--- src/rtl/cache_mem_arb_pkg.sv ---
// Shared types and defaults for the cache/memory arbiter.
// Optional round-robin arbitration is selected with ARB_ROUND_ROBIN_EN.
package cache_mem_arb_pkg;

    typedef enum logic [1:0] {
        IDLE  = 2'd0,
        WRITE = 2'd1,
        FILL  = 2'd2,
        DONE  = 2'd3
    } arb_state_t;

    typedef enum logic {
        SRC_I = 1'b0,
        SRC_D = 1'b1
    } arb_src_t;

    localparam int BLOCK_WORDS_DEF = 8;
    localparam int MEM_LAT_DEF     = 4;

endpackage

--- src/rtl/cache_mem_arbiter_if.sv ---
// Main-memory bus: the arbiter is the master, the memory is the slave.
interface cache_mem_arbiter_if #(
    parameter int ADDR_W = 16,
    parameter int DATA_W = 16
);
    logic              mem_en;
    logic              mem_wr;
    logic [ADDR_W-1:0] mem_addr;
    logic [DATA_W-1:0] mem_wdata;
    logic [DATA_W-1:0] mem_rdata;
    logic              mem_rvalid;

    modport master (
        output mem_en, mem_wr, mem_addr, mem_wdata,
        input  mem_rdata, mem_rvalid
    );

    modport slave (
        input  mem_en, mem_wr, mem_addr, mem_wdata,
        output mem_rdata, mem_rvalid
    );
endinterface

--- src/rtl/arb_grant_pick.sv ---
// Combinational grant picker: fixed priority write > D miss > I miss, or
// D/I alternation when ARB_ROUND_ROBIN_EN is defined.
module arb_grant_pick
    import cache_mem_arb_pkg::*;
(
    input  logic     icache_miss_req,
    input  logic     dcache_miss_req,
    input  logic     dcache_wr_req,
`ifdef ARB_ROUND_ROBIN_EN
    input  arb_src_t last_grant,
`endif
    output logic     gnt_valid,
    output arb_src_t gnt_src,
    output logic     gnt_write
);

    logic d_req;

    // NOTE: every always_comb output gets a default first so no path can infer a latch.
    always_comb begin
        d_req     = dcache_wr_req | dcache_miss_req;
        gnt_valid = d_req | icache_miss_req;
        gnt_src   = d_req ? SRC_D : SRC_I;
`ifdef ARB_ROUND_ROBIN_EN
        if (d_req && icache_miss_req && (last_grant == SRC_D)) begin
            gnt_src = SRC_I;
        end
`endif
        gnt_write = (gnt_src == SRC_D) && dcache_wr_req;
    end

endmodule

--- src/rtl/cache_mem_arbiter.sv ---
// Owns main memory: serialises D-cache stores and I/D block fills.
// Define ARB_ROUND_ROBIN_EN to alternate D and I grants under contention.
module cache_mem_arbiter
    import cache_mem_arb_pkg::*;
#(
    parameter int ADDR_W      = 16,
    parameter int DATA_W      = 16,
    parameter int BLOCK_WORDS = BLOCK_WORDS_DEF,
    parameter int MEM_LAT     = MEM_LAT_DEF
) (
    input  logic                           clk,
    input  logic                           rst_n,
    input  logic                           icache_miss_req,
    input  logic [ADDR_W-1:0]              icache_miss_addr,
    input  logic                           dcache_miss_req,
    input  logic [ADDR_W-1:0]              dcache_miss_addr,
    input  logic                           dcache_wr_req,
    input  logic [ADDR_W-1:0]              dcache_wr_addr,
    input  logic [DATA_W-1:0]              dcache_wr_data,
    cache_mem_arbiter_if.master            mem,
    output logic                           fill_wr_en,
    output logic                           fill_sel,
    output logic [$clog2(BLOCK_WORDS)-1:0] fill_word_idx,
    output logic [DATA_W-1:0]              fill_data,
    output logic                           icache_fill_done,
    output logic                           dcache_fill_done,
    output logic                           dcache_wr_ack,
    output logic                           busy
);

    localparam int IDX_W       = $clog2(BLOCK_WORDS);
    localparam int OFF_W       = $clog2(2 * BLOCK_WORDS);
    localparam int FILL_CYCLES = BLOCK_WORDS + MEM_LAT;
    localparam int AGE_W       = $clog2(FILL_CYCLES + 1);

    arb_state_t        state_q, state_d;
    arb_src_t          src_q;
    logic [ADDR_W-1:0] addr_q;
    logic [DATA_W-1:0] data_q;
    logic [IDX_W:0]    issue_cnt;
    logic [IDX_W-1:0]  recv_cnt;
    logic              issuing;

    logic              gnt_valid, gnt_write;
    arb_src_t          gnt_src;
    logic [ADDR_W-1:0] miss_addr, gnt_addr;

`ifdef ARB_ROUND_ROBIN_EN
    arb_src_t          last_grant;
`endif

    arb_grant_pick u_pick (
        .icache_miss_req (icache_miss_req),
        .dcache_miss_req (dcache_miss_req),
        .dcache_wr_req   (dcache_wr_req),
`ifdef ARB_ROUND_ROBIN_EN
        .last_grant      (last_grant),
`endif
        .gnt_valid       (gnt_valid),
        .gnt_src         (gnt_src),
        .gnt_write       (gnt_write)
    );

    // Fills latch the block base so the issue address is just base + 2k.
    always_comb begin
        miss_addr = (gnt_src == SRC_D) ? dcache_miss_addr : icache_miss_addr;
        gnt_addr  = gnt_write ? dcache_wr_addr
                              : {miss_addr[ADDR_W-1:OFF_W], {OFF_W{1'b0}}};
    end

    always_comb begin
        state_d = state_q;
        unique case (state_q)
            IDLE:    if (gnt_valid) state_d = gnt_write ? WRITE : FILL;
            WRITE:   state_d = IDLE;
            FILL:    if (fill_wr_en && (recv_cnt == IDX_W'(BLOCK_WORDS - 1))) state_d = DONE;
            DONE:    state_d = IDLE;
            default: state_d = IDLE;
        endcase
    end

    always_comb begin
        issuing          = (state_q == FILL) && (issue_cnt < (IDX_W+1)'(BLOCK_WORDS));
        mem.mem_en       = (state_q == WRITE) || issuing;
        mem.mem_wr       = (state_q == WRITE);
        mem.mem_addr     = '0;
        mem.mem_wdata    = '0;
        if (state_q == WRITE) begin
            mem.mem_addr  = addr_q;
            mem.mem_wdata = data_q;
        end else if (issuing) begin
            mem.mem_addr  = addr_q + ADDR_W'({issue_cnt, 1'b0});
        end
        // Returned words are only meaningful while a fill is in flight.
        fill_wr_en       = (state_q == FILL) && mem.mem_rvalid;
        fill_data        = fill_wr_en ? mem.mem_rdata : '0;
        fill_word_idx    = recv_cnt;
        fill_sel         = ((state_q == FILL) || (state_q == DONE)) && (src_q == SRC_D);
        icache_fill_done = (state_q == DONE) && (src_q == SRC_I);
        dcache_fill_done = (state_q == DONE) && (src_q == SRC_D);
        dcache_wr_ack    = (state_q == WRITE);
        busy             = (state_q != IDLE);
    end

    // NOTE: sequential state uses non-blocking assignments so all flops update together.
    always_ff @(posedge clk or negedge rst_n) begin
        if (!rst_n) begin
            state_q    <= IDLE;
            src_q      <= SRC_I;
            addr_q     <= '0;
            data_q     <= '0;
            issue_cnt  <= '0;
            recv_cnt   <= '0;
`ifdef ARB_ROUND_ROBIN_EN
            last_grant <= SRC_I;
`endif
        end else begin
            state_q <= state_d;
            if ((state_q == IDLE) && gnt_valid) begin
                src_q      <= gnt_src;
                addr_q     <= gnt_addr;
                data_q     <= dcache_wr_data;
                issue_cnt  <= '0;
                recv_cnt   <= '0;
`ifdef ARB_ROUND_ROBIN_EN
                last_grant <= gnt_src;
`endif
            end else begin
                if (issuing)    issue_cnt <= issue_cnt + 1'b1;
                if (fill_wr_en) recv_cnt  <= recv_cnt + 1'b1;
            end
        end
    end

    // Simulation-only checks: stray read data and a fill that overruns its latency.
    logic [AGE_W-1:0] fill_age;

    always_ff @(posedge clk or negedge rst_n) begin
        if (!rst_n)                fill_age <= '0;
        else if (state_q == FILL)  fill_age <= fill_age + 1'b1;
        else                       fill_age <= '0;
    end

    always @(posedge clk) begin
        if (rst_n) begin
            assert (!(mem.mem_rvalid && (state_q != FILL)))
                else $warning("cache_mem_arbiter: mem_rvalid outside a fill, word dropped");
            assert ((state_q != FILL) || (fill_age < AGE_W'(FILL_CYCLES)))
                else $error("cache_mem_arbiter: fill exceeded its latency bound");
        end
    end

endmodule

--- src/flat_wrapper.sv ---
// flat-port wrapper written by rule: the top's interface ports become plain ports
module cache_mem_arbiter_flat import cache_mem_arb_pkg::*;
#(
    parameter int ADDR_W      = 16,
    parameter int DATA_W      = 16,
    parameter int BLOCK_WORDS = BLOCK_WORDS_DEF,
    parameter int MEM_LAT     = MEM_LAT_DEF
)
  (clk, rst_n, icache_miss_req, icache_miss_addr, dcache_miss_req, dcache_miss_addr, dcache_wr_req, dcache_wr_addr, dcache_wr_data, fill_wr_en, fill_sel, fill_word_idx, fill_data, icache_fill_done, dcache_fill_done, dcache_wr_ack, busy, mem_mem_en, mem_mem_wr, mem_mem_addr, mem_mem_wdata, mem_mem_rdata, mem_mem_rvalid);
  cache_mem_arbiter_if #(.ADDR_W(ADDR_W), .DATA_W(DATA_W)) mem_i ();
  input  logic clk;
  input  logic rst_n;
  input  logic icache_miss_req;
  input  logic [ADDR_W-1:0] icache_miss_addr;
  input  logic dcache_miss_req;
  input  logic [ADDR_W-1:0] dcache_miss_addr;
  input  logic dcache_wr_req;
  input  logic [ADDR_W-1:0] dcache_wr_addr;
  input  logic [DATA_W-1:0] dcache_wr_data;
  output logic fill_wr_en;
  output logic fill_sel;
  output logic [$clog2(BLOCK_WORDS)-1:0] fill_word_idx;
  output logic [DATA_W-1:0] fill_data;
  output logic icache_fill_done;
  output logic dcache_fill_done;
  output logic dcache_wr_ack;
  output logic busy;
  output wire logic [$bits(mem_i.mem_en)-1:0] mem_mem_en;
  output wire logic [$bits(mem_i.mem_wr)-1:0] mem_mem_wr;
  output wire logic [$bits(mem_i.mem_addr)-1:0] mem_mem_addr;
  output wire logic [$bits(mem_i.mem_wdata)-1:0] mem_mem_wdata;
  input wire logic [$bits(mem_i.mem_rdata)-1:0] mem_mem_rdata;
  input wire logic [$bits(mem_i.mem_rvalid)-1:0] mem_mem_rvalid;
  assign mem_mem_en = mem_i.mem_en;
  assign mem_mem_wr = mem_i.mem_wr;
  assign mem_mem_addr = mem_i.mem_addr;
  assign mem_mem_wdata = mem_i.mem_wdata;
  assign mem_i.mem_rdata = mem_mem_rdata;
  assign mem_i.mem_rvalid = mem_mem_rvalid;
  cache_mem_arbiter #(.ADDR_W(ADDR_W), .DATA_W(DATA_W), .BLOCK_WORDS(BLOCK_WORDS), .MEM_LAT(MEM_LAT)) u_core (.clk(clk), .rst_n(rst_n), .icache_miss_req(icache_miss_req), .icache_miss_addr(icache_miss_addr), .dcache_miss_req(dcache_miss_req), .dcache_miss_addr(dcache_miss_addr), .dcache_wr_req(dcache_wr_req), .dcache_wr_addr(dcache_wr_addr), .dcache_wr_data(dcache_wr_data), .mem(mem_i), .fill_wr_en(fill_wr_en), .fill_sel(fill_sel), .fill_word_idx(fill_word_idx), .fill_data(fill_data), .icache_fill_done(icache_fill_done), .dcache_fill_done(dcache_fill_done), .dcache_wr_ack(dcache_wr_ack), .busy(busy));
endmodule
--- config.mk ---
export PLATFORM = sky130hd
export DESIGN_NAME = cache_mem_arbiter_flat
export DESIGN_NICKNAME = d
export VERILOG_FILES = /design/src/rtl/cache_mem_arb_pkg.sv /design/src/rtl/cache_mem_arbiter_if.sv /design/src/rtl/arb_grant_pick.sv /design/src/rtl/cache_mem_arbiter.sv /design/src/flat_wrapper.sv
export SDC_FILE = /design/constraint.sdc
export NUM_CORES = 1
export LEC_CHECK = 0
export CORE_ASPECT_RATIO = 0.9
export CORE_MARGIN = 1
export CORE_UTILIZATION = 40
export CTS_CLUSTER_DIAMETER = 150
export CTS_CLUSTER_SIZE = 24
export DETAILED_ROUTE_END_ITERATION = 16
export GPL_ROUTABILITY_DRIVEN = 1
export PLACE_DENSITY = 0.84
export SYNTH_ARGS = -nofsm -noshare
export SYNTH_HDL_FRONTEND = slang
export SYNTH_SLANG_ARGS = --single-unit
--- constraint.sdc ---
create_clock -name clk -period 2.7 [get_ports clk]
set_input_delay 0.54 -clock clk [delete_from_list [all_inputs] [get_ports clk]]
set_output_delay 0.54 -clock clk [all_outputs]
set_load 0.02 [all_outputs]
# Word-level counts from Yosys, hierarchy flattened
# Cells that the tools add are included.
[word_totals]
reg_bits = 42
input_bits = 86
output_inout_bits = 59
word_cells = 50
[classes]
n_addsub = 3
n_lt_le_gt_ge = 1
n_eq_ne = 6
mux = 15
bitwise = 3
n_reduce_logical = 16
[op_table]
columns = ["cell", "n"]
rows = [
  ["$mux W16", 6],
  ["$add A16 B5 Y16", 1],
  ["$logic_and A1 B1 Y1", 8],
  ["$mux W4", 2],
  ["$mux W2", 3],
  ["$mux W3", 2],
  ["$pmux W2 S3", 1],
  ["$reduce_bool A2 Y1", 3],
  ["$add A4 B1 Y4 const B", 1],
  ["$eq A2 B2 Y1 const B", 2],
  ["$lt A4 B4 Y1 const B", 1],
  ["$ne A2 B1 Y1 const B", 2],
  ["$add A3 B1 Y3 const B", 1],
  ["$eq A3 B3 Y1 const B", 1],
  ["$eq A2 B1 Y1 const B", 1],
  ["$logic_not A2 Y1", 1],
  ["$logic_or A1 B1 Y1", 2],
  ["$or A1 B1 Y1", 2],
  ["$reduce_and A2 Y1", 1],
  ["$reduce_or A2 Y1", 1],
  ["$mux W1", 1],
  ["$not A1 Y1", 1],
]

# Logic depth before layout (Yosys ltp)
[depth]
ltp_word = 6
depth_mapped = 7

# Hierarchy
# From an unflattened synthesis, not the netlist that was laid out.
[unflattened]
hier_cells = 343
hier_area_um2 = 2701.3
[modules_own_cells]
columns = ["module", "n_inst", "cells_each", "area_each_um2", "seq_area_each_um2"]
rows = [
  ["cache_mem_arbiter", 1, 340, 2685.1, 1051.0],
  ["arb_grant_pick", 1, 3, 16.3, 0.0],
]

# Least setup slack after synthesis
# OpenSTA, ideal clock, no wires.
[synth_path]
kind = "reg-to-output"
from = "reg u_core.issue_cnt[0]"
to = "out mem_mem_addr[7]"
t_arrival_ps = 1958
required_time_ps = 2160
path_slack_ps = 202
path_stages_with_launch = 8
cell_sequence = "dfrtp_1 ha_1 inv_1 fa_1 nand2b_1 a21oi_1 a41oi_1 a31oi_1"
[synth_via]
elab_chain_cells = 4
word_cells_on_any_way = 5
classes_between = "add/sub (1); order compare (1); mux (2); reduce/logical (1)"
[synth_rtl]
columns = ["item", "line_no", "source"]
rows = [
  ["from (decl)", "cache_mem_arbiter.sv:40", "logic [IDX_W:0] issue_cnt;"],
  ["from (signal assigned)", "cache_mem_arbiter.sv:129", "if (issuing) issue_cnt <= issue_cnt + 1'b1;"],
  ["branches (longest 2 deep; another with $add A16 B5 Y16)", "-", ""],
  ["$mux W16 (*)", "cache_mem_arbiter.sv:91", "end else if (issuing) begin"],
  ["$mux W16 (*)", "cache_mem_arbiter.sv:88", "if (state_q == WRITE) begin"],
  ["to (decl)", "flat_wrapper.sv:30", "output wire logic [$bits(mem_i.mem_addr)-1:0] mem_mem_addr;"],
]
# Mark *: on every way between the ends.

# Final worst setup path
[layout_path]
from = "reg u_core.addr_q[1]"
to = "out mem_mem_addr[11]"
[layout_via]
elab_chain_cells = 3
[layout_rtl]
columns = ["item", "line_no", "source"]
rows = [
  ["from (decl)", "cache_mem_arbiter.sv:38", "logic [ADDR_W-1:0] addr_q;"],
  ["from (signal assigned)", "cache_mem_arbiter.sv:121", "addr_q <= gnt_addr;"],
  ["$add A16 B5 Y16", "cache_mem_arbiter.sv:92", "mem.mem_addr = addr_q + ADDR_W'({issue_cnt, 1'b0});"],
  ["$mux W16", "cache_mem_arbiter.sv:91", ""],
  ["$mux W16", "cache_mem_arbiter.sv:88", ""],
]
# No other way between the ends.

==> results_dict.tcl <==
set metrics [dict create \
    grt_antenna_before_repair 0 \
    htree_levels 2 \
    hold_class "input pin to asynchronous set/reset pin" \
    nNetsFinal 551 \
    fmax_ghz 0.362 \
    tns_ps -78.8 \
    drcViolationCount 0 \
    ant_nets 0 \
    violations "negative setup slack" \
    synth_nets 393 \
    cp.required_ps 2160 \
    tightest_slew_ps 957 \
    clock_skew_ps 3.23 \
    rsz0062_at_grt "true" \
    outcome "finished with violations" \
    gp_congestion 0.865 \
    crit_arrival_ps 2220 \
    dp_hpwl_um 6300 \
    power_w 0.00438 \
    async_flop_share_pct 100 \
    syn_inst 299 \
    synth_area_mm2 0.00268 \
    yosysSeqAreaShare_pct 39.2 \
    clk_pin_slew_ps 80 \
    dpl_cell_area_mm2 0.00431 \
    cts_made_buffers 5 \
    initial_utilization_pct 42.6 \
    power_density_mw_per_mm2 980 \
    grt_max_degree 43 \
    fin_area_mm2 0.00447 \
    cts_tree "built" \
    diodes 0 \
    io_buffers 136 \
    core_mm2 0.00628 \
    dieWidth_um 88.3 \
    drt_wl_total_um 8380 \
    avgViaCountPerCell 5.15 \
    synth.area.top_cells "dfrtp_1, and2_1, mux2_1" \
    wire_per_inst_um 15.4 \
    syn2layout_area_growth_pct 66.9 \
    path_max_fanout 6 \
    die-area_mm2 0.00703 \
    grt_pass1_vias 2713 \
    row_count 27 \
    clock-sinks 42 \
    dp_slack_ps -235 \
    grt_pass1_wl_um 13100 \
    grt-ovfl-total 0 \
    ioPinCount 145 \
    endpoint_kind "output pin" \
    peakVddDrop_v 0.000456 \
    netlist_top_cells_count "dfrtp_1, and2_1, nand2_1" \
    fill_cells 488 \
    synth_flop_cell "dfrtp_1" \
    drive_above_1_share_pct 15.3 \
    vias 2800 \
    worst_slack_ps -59.5 \
    relSlewSlack_pct 36.2 \
    cts_root_buffer "clkbuf_8" \
    ys_warn_count 0 \
    gr-usage-all-layers_pct 24.0 \
    clock_latency_ps 280 \
    synth_cell_types 46 \
    dpl.cell_count 533 \
    synth-edff-count 0 \
    synth_top_area_cell "dfrtp_1" \
    finalMaxSlewViolations 0 \
    finalNonFillerCells 544 \
    criticalPathCategory "flip-flop to output pin" \
    maxCapViolCount 0 \
    drt_iter0_drc 137 \
    synth_top_area_share_pct 39.2 \
    cts_hold_buf 0 \
    post_synth.cell_area_avg_um2 8.96 \
    leakagePower_nw 2.31 \
    ys_seq_elements 42 \
    setup_violations 3 \
    critPathLaunchType "flip-flop" \
    finalCriticalPeriod_ps 2760 \
    period_share_pct 102 \
    hold_viol 0 \
    yosysMostFrequentCell "dfrtp_1" \
    dr.pass1.iters 4 \
    clock_path_buffers 2 \
    die_height_um 79.6 \
]
-- kinds of logic after synthesis --
| kind of cell | synth area share [%] |
|---|---|
| AND/OR/NAND/NOR | 23.2 |
| flip-flops | 39.2 |
| XOR/XNOR | 0.981 |
| multiplexers | 12.0 |
| buffers and inverters | 4.58 |
| adder cells (fa/ha/maj) | 4.02 |
| AO/OA/AOI/OAI | 16.1 |
-- through the flow --
stage	hold WS, ps	utilization [%]
2_1_floorplan	244	-
3_3_place_gp	465	68.5
3_5_place_dp	473	68.5
4_1_cts	430	69.9
5_1_grt	481	71.1
6_report	402	71.1
-- critical path, stage by stage, from the launching register on --
cell and delay, ps:
dfrtp_1 360, ha_2 190, inv_2 40, fa_2 360, nand2b_4 160, a21o_4 240
o211a_1 200, a211o_1 240, buf_6 140
-- layout make-up --
cell class / count / area (um^2) / area share (%)
inverters: 5 / 21.3 / 0.476
flip-flops and latches: 42 / 1050 / 23.5
well taps: 87 / 109 / 2.43
clock buffers: 7 / 76.3 / 1.71
repair buffers: 171 / 1650 / 37.0
multi-input cells: 232 / 1560 / 34.9
-- worst paths after layout --
path	from	end	depth (start not counted)	slack (ps)
max	u_core.addr_q[1]	mem_mem_addr[11]	8	-60
min	rst_n	u_core.data_q[1]	1	400
max reg2reg	u_core.state_q[0]	u_core.data_q[13]	5	920
min reg2reg	u_core.data_q[7]	u_core.data_q[7]	1	480
max in group asynchronous	rst_n	u_core.data_q[12]	1	1700
min in group clk	u_core.data_q[7]	u_core.data_q[7]	1	480
-- timing repair --
item,4_1_cts,5_1_grt
cloned,0,1
pin swaps,0,7
setup buffers,0,3
resized for setup,55,36
setup endpoints to repair,31,45
-- per-layer routing --
metal / global-route usage [%] / part of all wire [%]
met1: 32.3 / 42
met2: 37.5 / 49
met3: 7.34 / 8.3
met4: 6.13 / 0.98
met5: 0 / 0
-- power by group --
part	switching (W)	internal [W]	leakage, nW	total, W
clock network	0.000205	0.000178	0.0383	0.000383
logic	0.00147	0.00139	1.76	0.00286
registers	0.000212	0.000933	0.514	0.00114
-- cells in the final DEF (no fill, tap or decap), drive strengths merged, types with 4 or more instances in the layout --
master,count
inv,5
nand2,30
and2,35
nor2,27
ha,7
a22o,5
a21o,4
o21ai,21
buf,45
clkbuf,10
dlymetal6s2s,20
dfrtp,42
a21oi,20
mux2,16
clkdlybuf4s50,102
nand3,8
mux2i,14
and3,4
nand2b,4
-- sequential cells by signal, indices dropped and copies added (netlist names) --
signal / count
u_core.state_q: 2
u_core.addr_q: 16
u_core.issue_cnt: 4
u_core.data_q: 16
u_core.src_q: 1
u_core.fill_word_idx: 3
Note: power is estimated with default switching activity, not from simulation.
